File: config.mk
export PLATFORM = sky130hd
export DESIGN_NAME = cpu_io_port_responder
export DESIGN_NICKNAME = d
export VERILOG_FILES = /design/src/rtl/cpu_io_pkg.sv /design/src/rtl/io_evt_fifo.sv /design/src/rtl/cpu_io_port_responder.sv
export SDC_FILE = /design/constraint.sdc
export NUM_CORES = 1
export LEC_CHECK = 0
export ABC_AREA = 1
export ABC_CLOCK_PERIOD_IN_PS = 6500
export CORE_ASPECT_RATIO = 0.8
export CORE_MARGIN = 1
export CORE_UTILIZATION = 26
export CTS_BUF_LIST = sky130_fd_sc_hd__clkbuf_8
export DETAILED_ROUTE_END_ITERATION = 10
export PLACE_DENSITY = 0.51
export SETUP_SLACK_MARGIN = 0.02
export SLEW_MARGIN = 10
export SYNTH_ARGS = -nofsm -noshare
export SYNTH_HDL_FRONTEND = slang
export SYNTH_SLANG_ARGS = --single-unit
File: constraint.sdc
create_clock -name clock -period 6.5 [get_ports clock]
set_clock_uncertainty 0.1 [all_clocks]
set_input_delay 0.65 -clock clock [delete_from_list [all_inputs] [get_ports clock]]
set_output_delay 0.65 -clock clock [all_outputs]
set_load 0.05 [all_outputs]
File: src/rtl/cpu_io_pkg.sv
// Shared definitions for the CPU port-I/O responder.
//   DATA_W    : width of each I/O port and of event data
//   DEPTH     : event FIFO entries (power of two, >= 2)
//   PTR_W     : log2(DEPTH)
//   DEPTH_CNT : DEPTH at occupancy-counter width
//   evt_t     : event record {port, data}
//   state_t   : responder FSM states
package cpu_io_pkg;

  localparam int unsigned DATA_W = 32;
  localparam int unsigned DEPTH  = 8;
  localparam int unsigned PTR_W  = 3;

  localparam logic [PTR_W:0] DEPTH_CNT = (PTR_W + 1)'(DEPTH);

  typedef struct packed {
    logic              port;
    logic [DATA_W-1:0] data;
  } evt_t;

  typedef enum logic {
    ST_ARM,
    ST_RUN
  } state_t;

endpackage

File: src/rtl/io_evt_fifo.sv
// Dual-push (ordered), single-pop event FIFO.
//   clock, reset        : rising-edge clock, synchronous active-high reset
//   push0_en/push0_evt  : first-priority push (lower slot when both push)
//   push1_en/push1_evt  : second push
//   pop_req             : consumer ready; pops head when non-empty
//   head/valid          : head entry and non-empty flag
//   count               : occupancy 0..DEPTH
//   drop                : combinational, an offered event is not stored this cycle
module io_evt_fifo
  import cpu_io_pkg::*;
(
  input  logic           clock,
  input  logic           reset,
  input  logic           push0_en,
  input  evt_t           push0_evt,
  input  logic           push1_en,
  input  evt_t           push1_evt,
  input  logic           pop_req,
  output evt_t           head,
  output logic           valid,
  output logic [PTR_W:0] count,
  output logic           drop
);

  evt_t             mem [DEPTH];
  logic [PTR_W-1:0] wr_ptr;
  logic [PTR_W-1:0] rd_ptr;
  logic [PTR_W:0]   free;
  logic             acc_first;
  logic             acc_second;
  logic             pop;
  evt_t             first_evt;

  // Free space is taken before this cycle's pop, so a simultaneous pop
  // never makes room for a push in the same cycle.
  always_comb begin
    free       = DEPTH_CNT - count;
    first_evt  = push0_en ? push0_evt : push1_evt;
    acc_first  = (push0_en | push1_en) && (free != '0);
    acc_second = push0_en && push1_en && (free >= (PTR_W + 1)'(2));
    drop       = ((push0_en | push1_en) && (free == '0)) ||
                 (push0_en && push1_en && (free == (PTR_W + 1)'(1)));
    pop        = pop_req && (count != '0);
  end

  always_ff @(posedge clock) begin
    if (acc_first)  mem[wr_ptr]             <= first_evt;
    if (acc_second) mem[wr_ptr + PTR_W'(1)] <= push1_evt;
  end

  always_ff @(posedge clock) begin
    if (reset) begin
      wr_ptr <= '0;
      rd_ptr <= '0;
      count  <= '0;
    end else begin
      wr_ptr <= wr_ptr + PTR_W'(acc_first) + PTR_W'(acc_second);
      rd_ptr <= rd_ptr + PTR_W'(pop);
      count  <= count + (PTR_W + 1)'(acc_first) + (PTR_W + 1)'(acc_second)
                - (PTR_W + 1)'(pop);
    end
  end

  assign head  = mem[rd_ptr];
  assign valid = (count != '0);

endmodule

File: src/rtl/cpu_io_port_responder.sv
// Device-side end of the CPU port I/O.
//   clock, reset              : CPU clock, synchronous active-high reset
//   out_port0/1               : CPU output ports, watched for value changes
//   in_port0/1                : CPU input ports, registered, host-written
//   host_wr_en/sel/data       : host write into in_port[sel]
//   evt_valid/ready/port/data : event stream from FIFO head
//   evt_count                 : FIFO occupancy
//   overflow/clr_overflow     : sticky drop flag and its clear
module cpu_io_port_responder
  import cpu_io_pkg::*;
(
  input  logic              clock,
  input  logic              reset,
  input  logic [DATA_W-1:0] out_port0,
  input  logic [DATA_W-1:0] out_port1,
  output logic [DATA_W-1:0] in_port0,
  output logic [DATA_W-1:0] in_port1,
  input  logic              host_wr_en,
  input  logic              host_wr_sel,
  input  logic [DATA_W-1:0] host_wr_data,
  output logic              evt_valid,
  input  logic              evt_ready,
  output logic              evt_port,
  output logic [DATA_W-1:0] evt_data,
  output logic [PTR_W:0]    evt_count,
  output logic              overflow,
  input  logic              clr_overflow
);

  state_t            state;
  logic [DATA_W-1:0] prev0;
  logic [DATA_W-1:0] prev1;
  logic              chg0;
  logic              chg1;
  logic              fifo_drop;
  evt_t              evt0;
  evt_t              evt1;
  evt_t              head;

  // ARM only snapshots the ports, so a value present across reset is not reported.
  always_comb begin
    chg0      = (state == ST_RUN) && (out_port0 != prev0);
    chg1      = (state == ST_RUN) && (out_port1 != prev1);
    evt0.port = 1'b0;
    evt0.data = out_port0;
    evt1.port = 1'b1;
    evt1.data = out_port1;
  end

  io_evt_fifo u_fifo (
    .clock     (clock),
    .reset     (reset),
    .push0_en  (chg0),
    .push0_evt (evt0),
    .push1_en  (chg1),
    .push1_evt (evt1),
    .pop_req   (evt_ready),
    .head      (head),
    .valid     (evt_valid),
    .count     (evt_count),
    .drop      (fifo_drop)
  );

  assign evt_port = head.port;
  assign evt_data = head.data;

  always_ff @(posedge clock) begin
    if (reset) begin
      state    <= ST_ARM;
      prev0    <= '0;
      prev1    <= '0;
      in_port0 <= '0;
      in_port1 <= '0;
      overflow <= 1'b0;
    end else begin
      state <= ST_RUN;
      prev0 <= out_port0;
      prev1 <= out_port1;
      if (host_wr_en) begin
        if (host_wr_sel) in_port1 <= host_wr_data;
        else             in_port0 <= host_wr_data;
      end
      // A drop wins over a clear in the same cycle.
      if (fifo_drop)         overflow <= 1'b1;
      else if (clr_overflow) overflow <= 1'b0;
    end
  end

endmodule
Word-level counts from Yosys, hierarchy flattened
Memory sizes are Yosys's and may differ from the RTL's. A register that Yosys moved wholly into a read port is not among the register bits.
Index checks and enable logic that the tools add are counted.
- add/subtract/negate cells: 8
- multipliers: 0
- div/mod/pow operators: 0
- $lt $le $gt $ge: 1
- eq/ne operators: 3
- shift operators: 0
- muxes and demuxes: 9
- bitwise gates (word level): 2
- reduce and logical (&&, ||, !) cells: 15
- operator list (kind ; count):
    $ne A32 B32 Y1 ; 2
    $mux W33 ; 1
    $add A3 B1 Y3 ; 3
    $add A4 B1 Y4 ; 2
    $logic_and A1 B1 Y1 ; 8
    $reduce_bool A4 Y1 ; 2
    $mux W1 ; 7
    $eq A4 B1 Y1 const B ; 1
    $ge A4 B2 Y1 const B ; 1
    $logic_not A4 Y1 ; 1
    $reduce_and A2 Y1 ; 2
    $sub A4 B1 Y4 ; 1
    $sub A4 B4 Y4 const A ; 1
    $add A3 B1 Y3 const B ; 1
    $mux W3 ; 1
    $reduce_bool A2 Y1 ; 1
    $logic_or A1 B1 Y1 ; 1
    $not A1 Y1 ; 1
    $or A1 B1 Y1 ; 1
- register bits: 140
- latch bits: 0
- bits in writable memories: 264
- bits in read-only memories: 0
- bits of input ports: 102
- output and inout port bits: 103
- word-level logic and storage cells: 48
- memories: 1
- memories (memory ; depth ; bits a word ; rd ports ; clocked after memory_dff ; write ports ; RTL line ; text):
    u_fifo.mem ; 8 ; 33 ; 1 ; 1 ; 2 ; io_evt_fifo.sv:25 ; evt_t mem [DEPTH];

Longest topological paths before layout
- depth after elaboration: 7
- mapped depth: 18
- gate-level depth less buffers: 18

Modules after synthesis
Synthesis repeated with hierarchy kept, for this count alone.
- cell total of the unflattened synthesis: 2637
- area total of the unflattened synthesis: 21400.5 um2
- by module, submodules not included (module ; times used ; cells each ; area each (um2) ; sequential area each (um2)):
    io_evt_fifo ; 1 ; 1847 ; 16128.0 ; 8127.8
    cpu_io_port_responder ; 1 ; 790 ; 5272.6 ; 2602.5

Worst setup path after synthesis
Ideal clock, no wire load.
- kind: reg-to-reg
- start: register u_fifo.count[1]
- end: register u_fifo.count[2]
- arrival time: 3.399 ns
- required time: 6.274 ns
- slack: 2.875 ns
- cell stages (with the launch flop): 15
- buffers on the path: 1
- clock period less this slack: 3.625 ns
- cells stage by stage: dfxtp_1 > inv_1 > ha_1 > xor2_1 > nand2_1 > inv_1 > nand2_2 > clkbuf_1 > nand3_1 > ha_1 > inv_1 > fa_1 > fa_1 > xor2_1 > nor2_1
- longest elaborated chain between the ends: 6
- elaborated cells on any way between the ends: 10
- classes of those cells: add/sub (4); order compare (1); reduce/logical (5)
- RTL lines (element ; RTL line ; text):
    start, declared ; io_evt_fifo.sv:21 ; output logic [PTR_W:0] count,
    start signal, assigned ; io_evt_fifo.sv:59 ; count <= count + (PTR_W + 1)'(acc_first) + (PTR_W + 1)'(acc_second)
    $sub A4 B4 Y4 ; io_evt_fifo.sv:37 ; free = DEPTH_CNT - count;
    $reduce_bool A4 Y1 ; io_evt_fifo.sv:39 ; acc_first = (push0_en | push1_en) && (free != '0);
    $logic_and A1 B1 Y1 ; io_evt_fifo.sv:39 ;
    $add A4 B1 Y4 (2 in series) ; io_evt_fifo.sv:59 ;
    $sub A4 B1 Y4 (*) ; io_evt_fifo.sv:60 ; - (PTR_W + 1)'(pop);
Every way passes the cells marked *; elsewhere a longest branch is shown, timed or not.
A chain may end at the register's enable or synchronous reset.

==> results.yml <==
power_and_ir_drop:
  total_design_power_uw: 10600
  power.switching_fraction_pct: 44.7
  power_density_nw_per_um2: 415
  net-switching-power_uw: 4740
  sequential_power_share_pct: 33.9
  cellInternalPower_uw: 5870
  power.static_leakage_uw: 0.0107
  vdd.ir_drop.worst_uv: 338
  comb_power_share_pct: 42.3
  clock_power_share_pct: 23.8
yosys:
  post_synth.cell_area_avg_sq_um: 8.09
  post-synth-top-area-fraction_pct: 35.4
  number_of_synthesized_flops_with_an_enable_pin: 256
  synth_nets: 2804
  post-synth-top-count-cell: "sky130_fd_sc_hd__nand2_1"
  ys_seq_elements: 404
  synth_cell_types: 34
  synth.cells.most_frequent: "sky130_fd_sc_hd__nand2_1 (757), sky130_fd_sc_hd__nor2_1 (487), sky130_fd_sc_hd__nand4_1 (267)"
  yosys_warnings: 0
  synth-seq-area-share_pct: 49.0
  synth_ff_type: "sky130_fd_sc_hd__edfxtp_1"
  synth_area_sq_um: 21700
  async_flop_share_pct: 0
  postSynthCellCount: 2686
  synth.largest_area_cell: "sky130_fd_sc_hd__edfxtp_1"
  post_synth_main_area_contributors: "sky130_fd_sc_hd__edfxtp_1 (35%), sky130_fd_sc_hd__dfxtp_1 (14%), sky130_fd_sc_hd__nand2_1 (13%), sky130_fd_sc_hd__nor2_1 (8.4%), sky130_fd_sc_hd__nand4_1 (7.7%)"
timing:
  rsz0062_at_grt: "no"
  timing.setup.tns_ns: 0
  relSlewSlack_pct: 20.0
  final-setup-viol-count: 0
  final-hold-violation-count: 0
  worst-slew-pin-transition_ns: 1.20
  final_min_period_over_clock_period_pct: 77.8
  period_minus_slack_ns: 5.06
  timing.fmax_mhz: 198
  slew_viol_final: 0
  hold-worst-slack_ns: 0.360
  final_critical_path_setup_slack_ns: 1.44
die:
  initial_core_util_pct: 26.4
  floorplan.io_pins: 205
  die_width_um: 325
  std_cell_rows: 94
  die_y_um: 261
  placeable_core_area_sq_um: 82400
  design.die.area_sq_um: 84800
placed_design:
  io_buffers: 204
  detailed_place_hpwl_um: 45500
  pre_cts_ws_ns: 1.48
  gp_routability_congestion: 0.793
grt:
  grt_pass1_wl_um: 116000
  pin_count_of_the_biggest_net_entering_global_routing: 111
  total_gr_overflow: 0
  grt_pass1_vias: 17803
  antenna_violations_before_repair: 2
  grtUsageTotal_pct: 17.8
clock_network:
  cts_num_sinks: 404
  clk_transition_reported_paths_ns: 0.06
  tritoncts: "done"
  cts-hold-fix-buffers: 0
  cts_htree_levels: 3
  post_cts_resized: 0
  clock-root-buffer: "sky130_fd_sc_hd__clkbuf_8"
  clock_path_buffers: 3
  post_cts_buffers: 0
  clock_insertion_delay_worst_skew_ns: 0.67
  tritoncts.num_buffers: 77
finish:
  fillers: 8676
  area_growth_syn_to_layout_pct: 17.7
  share_of_layout_cells_above_drive_strength_1_pct: 8.27
  post-route-util_pct: 31.0
  finalNetCount: 2896
  antennaDiodeCount: 0
min_path:
  hold_path_class: "reg -> reg"
routing:
  vias_per_cell: 4.80
  drt-total-wl_um: 77100
  drt_pass1_iterations: 5
  drtIter0Drc: 1551
  detailroute.via_count: 18935
  ant_nets: 0
  detail_route.wl_per_cell_um: 19.5
  detail_route.drc_violations: 0
setup_path:
  end_kind: "output port"
  start_kind: "flip-flop"
  slowest_stage: "sky130_fd_sc_hd__buf_4"
  critical_path_peak_fanout: 93
  critPathKind: "reg -> out"
  cp_cell_sequence: "buf_4, o21ai_0, o22ai_1, nor2_1, a31oi_1, clkdlybuf4s50_1"
  crit_path_required_time_ns: 5.75
  worst-endpoint-arrival_ns: 4.31
  slowest_delay_ns: 0.97
run_status:
  status: "finished clean"
job:
  maxCapViolations: 0
==> stage by stage <==
| stage | std cells | instance area, sq um |
|---|---|---|
| final | 3944 | 25600 |
| after global routing | 3944 | 25600 |
| after CTS | 3944 | 25600 |
| after floorplan | 2686 | 21700 |
| after detailed placement | 3803 | 24000 |
| after global placement | 3803 | 24000 |
==> state kept, by name, summed over array words and instances, names as in the netlist <==
signal and flops:
in_port0 32, in_port1 32, overflow 1, prev0 32
prev1 32, state 1, u_fifo.count 4, u_fifo.mem 264
u_fifo.rd_ptr 3, u_fifo.wr_ptr 3
==> cell families (layout without fill, tap and decap cells) <==
group,Yosys count,after routing,synth area share (%)
AOI/OAI and AO/OA,297,297,8.70
xor gates and xnor gates,18,18,0.725
adders and majority gates,16,16,1.02
buffers and inverters,389,543,9.53
DFF,404,404,49.0
and+or+nand+nor,1562,1562,31.0
==> power by group through the flow <==
stage	combinational [uW]	sequential (uW)	clock, uW
2_1_floorplan	2800	3680	0
3_3_place_gp	4460	3630	0
3_5_place_dp	4480	3640	0
4_1_cts	4490	3590	2590
5_1_grt	4800	3640	2690
6_report	4490	3590	2530
==> critical path: cells and delay by family (launching register included) <==
family                 cells  cell delay, ns
buffers and inverters      2            1.88
AO/OA/AOI/OAI              3            1.01
flip-flops                 1            0.69
AND/OR/NAND/NOR            1            0.06
==> final cells by class <==
type	count	area (sq um)	share of cell area, %
Inverter	163	614	2.40
Clock buffer	94	1290	5.06
Multi-Input combinational cell	1893	9050	35.4
Timing Repair Buffer	239	2330	9.10
Sequential cell	404	10700	41.7
Tap cell	1104	1380	5.40
Clock inverter	47	251	0.983
==> cells in the final DEF (no fill, tap or decap), types with 21 or more instances in the layout <==
cell type / Yosys / routed
sky130_fd_sc_hd__buf_4: 1 / 34
sky130_fd_sc_hd__dfxtp_1: 148 / 146
sky130_fd_sc_hd__o21ai_4: 27 / 27
sky130_fd_sc_hd__inv_2: 20 / 21
sky130_fd_sc_hd__clkbuf_8: 0 / 94
sky130_fd_sc_hd__nand2_1: 757 / 752
sky130_fd_sc_hd__nor2_1: 487 / 478
sky130_fd_sc_hd__o21ai_0: 197 / 197
sky130_fd_sc_hd__inv_1: 143 / 170
sky130_fd_sc_hd__o22ai_1: 33 / 33
sky130_fd_sc_hd__clkdlybuf4s50_1: 0 / 203
sky130_fd_sc_hd__nand4_1: 267 / 267
sky130_fd_sc_hd__a31oi_1: 33 / 33
sky130_fd_sc_hd__edfxtp_1: 256 / 256
==> routing by layer <==
| metal | wire (um) | global-route usage (%) |
|---|---|---|
| met1 | 36100 | 25.4 |
| met2 | 33500 | 27.2 |
| met3 | 6240 | 3.56 |
| met4 | 1240 | 4.99 |
| met5 | 21 | 0 |
==> path summary, 6_finish.rpt <==
| kind | start | end | slack, ns | cells after the start |
|---|---|---|---|---|
| worst max register to register | prev0[15]$_SDFF_PP0_ | u_fifo.mem[6][27]$_DFFE_PP_ | 2.62 | 12 |
| worst min-delay path | u_fifo.mem[7][32]$_SDFFE_PP1N_ | u_fifo.mem[7][32]$_SDFFE_PP1N_ | 0.36 | 2 |
| worst min register to register | u_fifo.mem[7][32]$_SDFFE_PP1N_ | u_fifo.mem[7][32]$_SDFFE_PP1N_ | 0.36 | 2 |
| worst max-delay path | u_fifo.rd_ptr[0]$_SDFF_PP0_ | evt_data[31] | 1.44 | 6 |
No activity file was read; power rests on OpenSTA's default activity.
==> variant, RTL diff (same settings) <==
`DATA_W`: 32 -> 24.
--- a/src/rtl/cpu_io_pkg.sv
+++ b/src/rtl/cpu_io_pkg.sv
@@ -7,7 +7,7 @@
 //   state_t   : responder FSM states
 package cpu_io_pkg;
 
-  localparam int unsigned DATA_W = 32;
+  localparam int unsigned DATA_W = 24;
   localparam int unsigned DEPTH  = 8;
   localparam int unsigned PTR_W  = 3;
 
Interface: changed (6 resized); port bits go from 205 to 157. The function was not compared with the original's and may differ.
==> variant against the original RTL <==
  * Sequential power fell by 22%
  * Highest routed layer unchanged
  * Sequential cell count is 96 lower
  * Largest cell class unchanged
  * Global-route usage fell by 0.26 points
  * Largest power group unchanged
  * Setup slack gained 0.24 ns
  * Total power down 23%
  * Critical endpoint is now evt_data[4]
  * Synthesized area shrank 27%
  * Design area decreased by 27%
  * Routed wire length down 28%
==> variant: results (changes against the original RTL) <==
| Metric | Value |
|---|---|
| Fin nets | 2013 (-30%) |
| Per-cell routed wire length | 20.08 um (+2.8%) |
| Setup slack, reg-to-reg | 2.59 ns (-0.03 ns) |
| N_diodes | 0 (unchanged) |
| CTS buffer count | 56 (-27%) |
| Status | finished clean |
| Arr. time, crit path | 4.06 ns (-0.25 ns) |
| Adder-cell share of the synthesized area | 1.412% (+0.39 points) |
| Top delay family on crit path | buffers and inverters |
| Worst Hold Depth | 2 (unchanged) |
| TritonRoute pass-1 iters | 5 (unchanged) |
| Hold Path End | u_fifo.mem[0][24] |
| Xor/xnor share of the synthesized area | 0.6108% (-0.11 points) |
| Ys async rst share | 0% (unchanged) |
| Max VDD drop | 0.0003103 V (-8.3%) |
| Placed Cells | 2640 (-31%) |
| Worst Tran Pin Value | 1.163 ns (-0.03627 ns) |
| Syn nets | 1938 (-31%) |
| Reg clk slew, reported paths | 0.06 ns (about the same) |
| CP Capture Point | evt_data[4] |
| Htree depth | 2 (-1) |
| Clk_lat worst skew | 0.64 ns (-0.03 ns) |
| Dpl hpwl | 33150 um (-27%) |
| Mux contribution to synthesized area | 0% (unchanged) |
| Number of distinct library cells after synthesis | 33 (-2.9%) |
| Via density per instance | 5.041 (+5.0%) |
| Root buf cell | clkbuf_8 |
| Most used DFF post-synth | edfxtp_1 |
| CP max-delay cell | clkdlybuf4s50_1 |
| Crit path max fanout | 89 (-4.3%) |
| Clock Path Buffers | 3 (unchanged) |
| Instance count of the mapped netlist | 1844 (-31%) |
| Iteration-0 DRC Markers | 1445 (-6.8%) |
| Vias in the first global route | 13404 (-25%) |
| Yosys warning total | 0 (unchanged) |
| Register-to-Register Path Depth | 12 (unchanged) |
| Synth Area in Compound Gates | 15.19% (+6.5 points) |
| Largest reg by FF count | u_fifo.mem |
| EDFF count, synth | 192 (-25%) |
| Post-synth top cells | nor2_1, nand4_1, edfxtp_1 |
| Share of cells above drive strength 1 | 7.986% (-0.29 points) |
| Max reg flops | 200 (-24%) |
| Hold path start | u_fifo.mem[0][24] |
| Post-Layout Cell Count | 2745 (-30%) |
| Peak per-stage delay on the critical path | 0.93 ns (-0.04 ns) |
| Sequential fraction of the synthesis area | 51.27% (+2.3 points) |
| Worst r2r src | prev0[9] |
| All-Layer GR Usage | 17.55% (-0.26 points) |
| Reg2reg end | u_fifo.mem[0][16] |
| Leak | 7.069 nW (-34%) |
| Largest net degree at the start of global routing | 109 (-1.8%) |
| First-pass GRT wire length | 84010 um (-27%) |
| Synth area leaders | edfxtp_1, dfxtp_1, nor2_1 |
| RePlAce Congestion | 0.7909 (-0.30%) |
| Initial antenna violation count | 5 (+3) |
| Input/output buffers | 156 (-24%) |
| Critical Path Start | u_fifo.rd_ptr[0] |
[variant: cell types whose count changed after synthesis, moves of 32 or more]
cell      delta
buf_6       -73
edfxtp_1    -64
nand4_1     -66
nand2_1    -569
inv_1       -42
dfxtp_1     -32
clkbuf_1    -46
nor2_1     -116
o21ai_1    +169
[variant: routing by layer]
layer  routed length, um  GRT usage (%)  share of wire [%]
met5                  49              0              0.089
met3                4959          4.932                9.0
met1               25410          24.58                 46
met2               23340          25.76                 42
met4                1350          5.842                2.4
[variant: area by class of cell]
class                   count  area (um2)
inverters                 122       457.9
clock inverters            43       168.9
clock buffers              62       853.3
repair buffers            182        1752
multi-input cells        1249        6454
fillers                  6184       41010
flip-flops and latches    308        8090
well taps                 779       974.7
[variant: where the power goes]
part | leakage [nW] | total (mW) | switching (mW) | internal [mW]
Clock | 0.622 | 1.72 | 0.852 | 0.868
Sequential | 2.89 | 2.80 | 0.160 | 2.64
Combinational | 3.56 | 3.64 | 2.75 | 0.885
Total | 7.07 | 8.16 | 3.76 | 4.40
[variant: per-stage QoR]
step	cell area (um2)	setup slack, ns	hold slack [ns]	total power, mW	utilization (%)
2_1_floorplan	15770	2.759	0.3236	5.138	-
3_3_place_gp	17730	1.664	0.3383	6.438	29.67
3_5_place_dp	17730	1.655	0.3496	6.469	29.67
4_1_cts	18750	1.571	0.3640	8.200	31.38
5_1_grt	18750	1.412	0.3818	8.607	31.38
6_report	18750	1.687	0.3653	8.159	31.38
[variant: worst reg2reg max path, delay by kind of cell (launching register included)]
family / cells / cell delay [ns]
flops: 1 / 0.30
simple gates: 10 / 2.74
buf+inv: 2 / 0.43
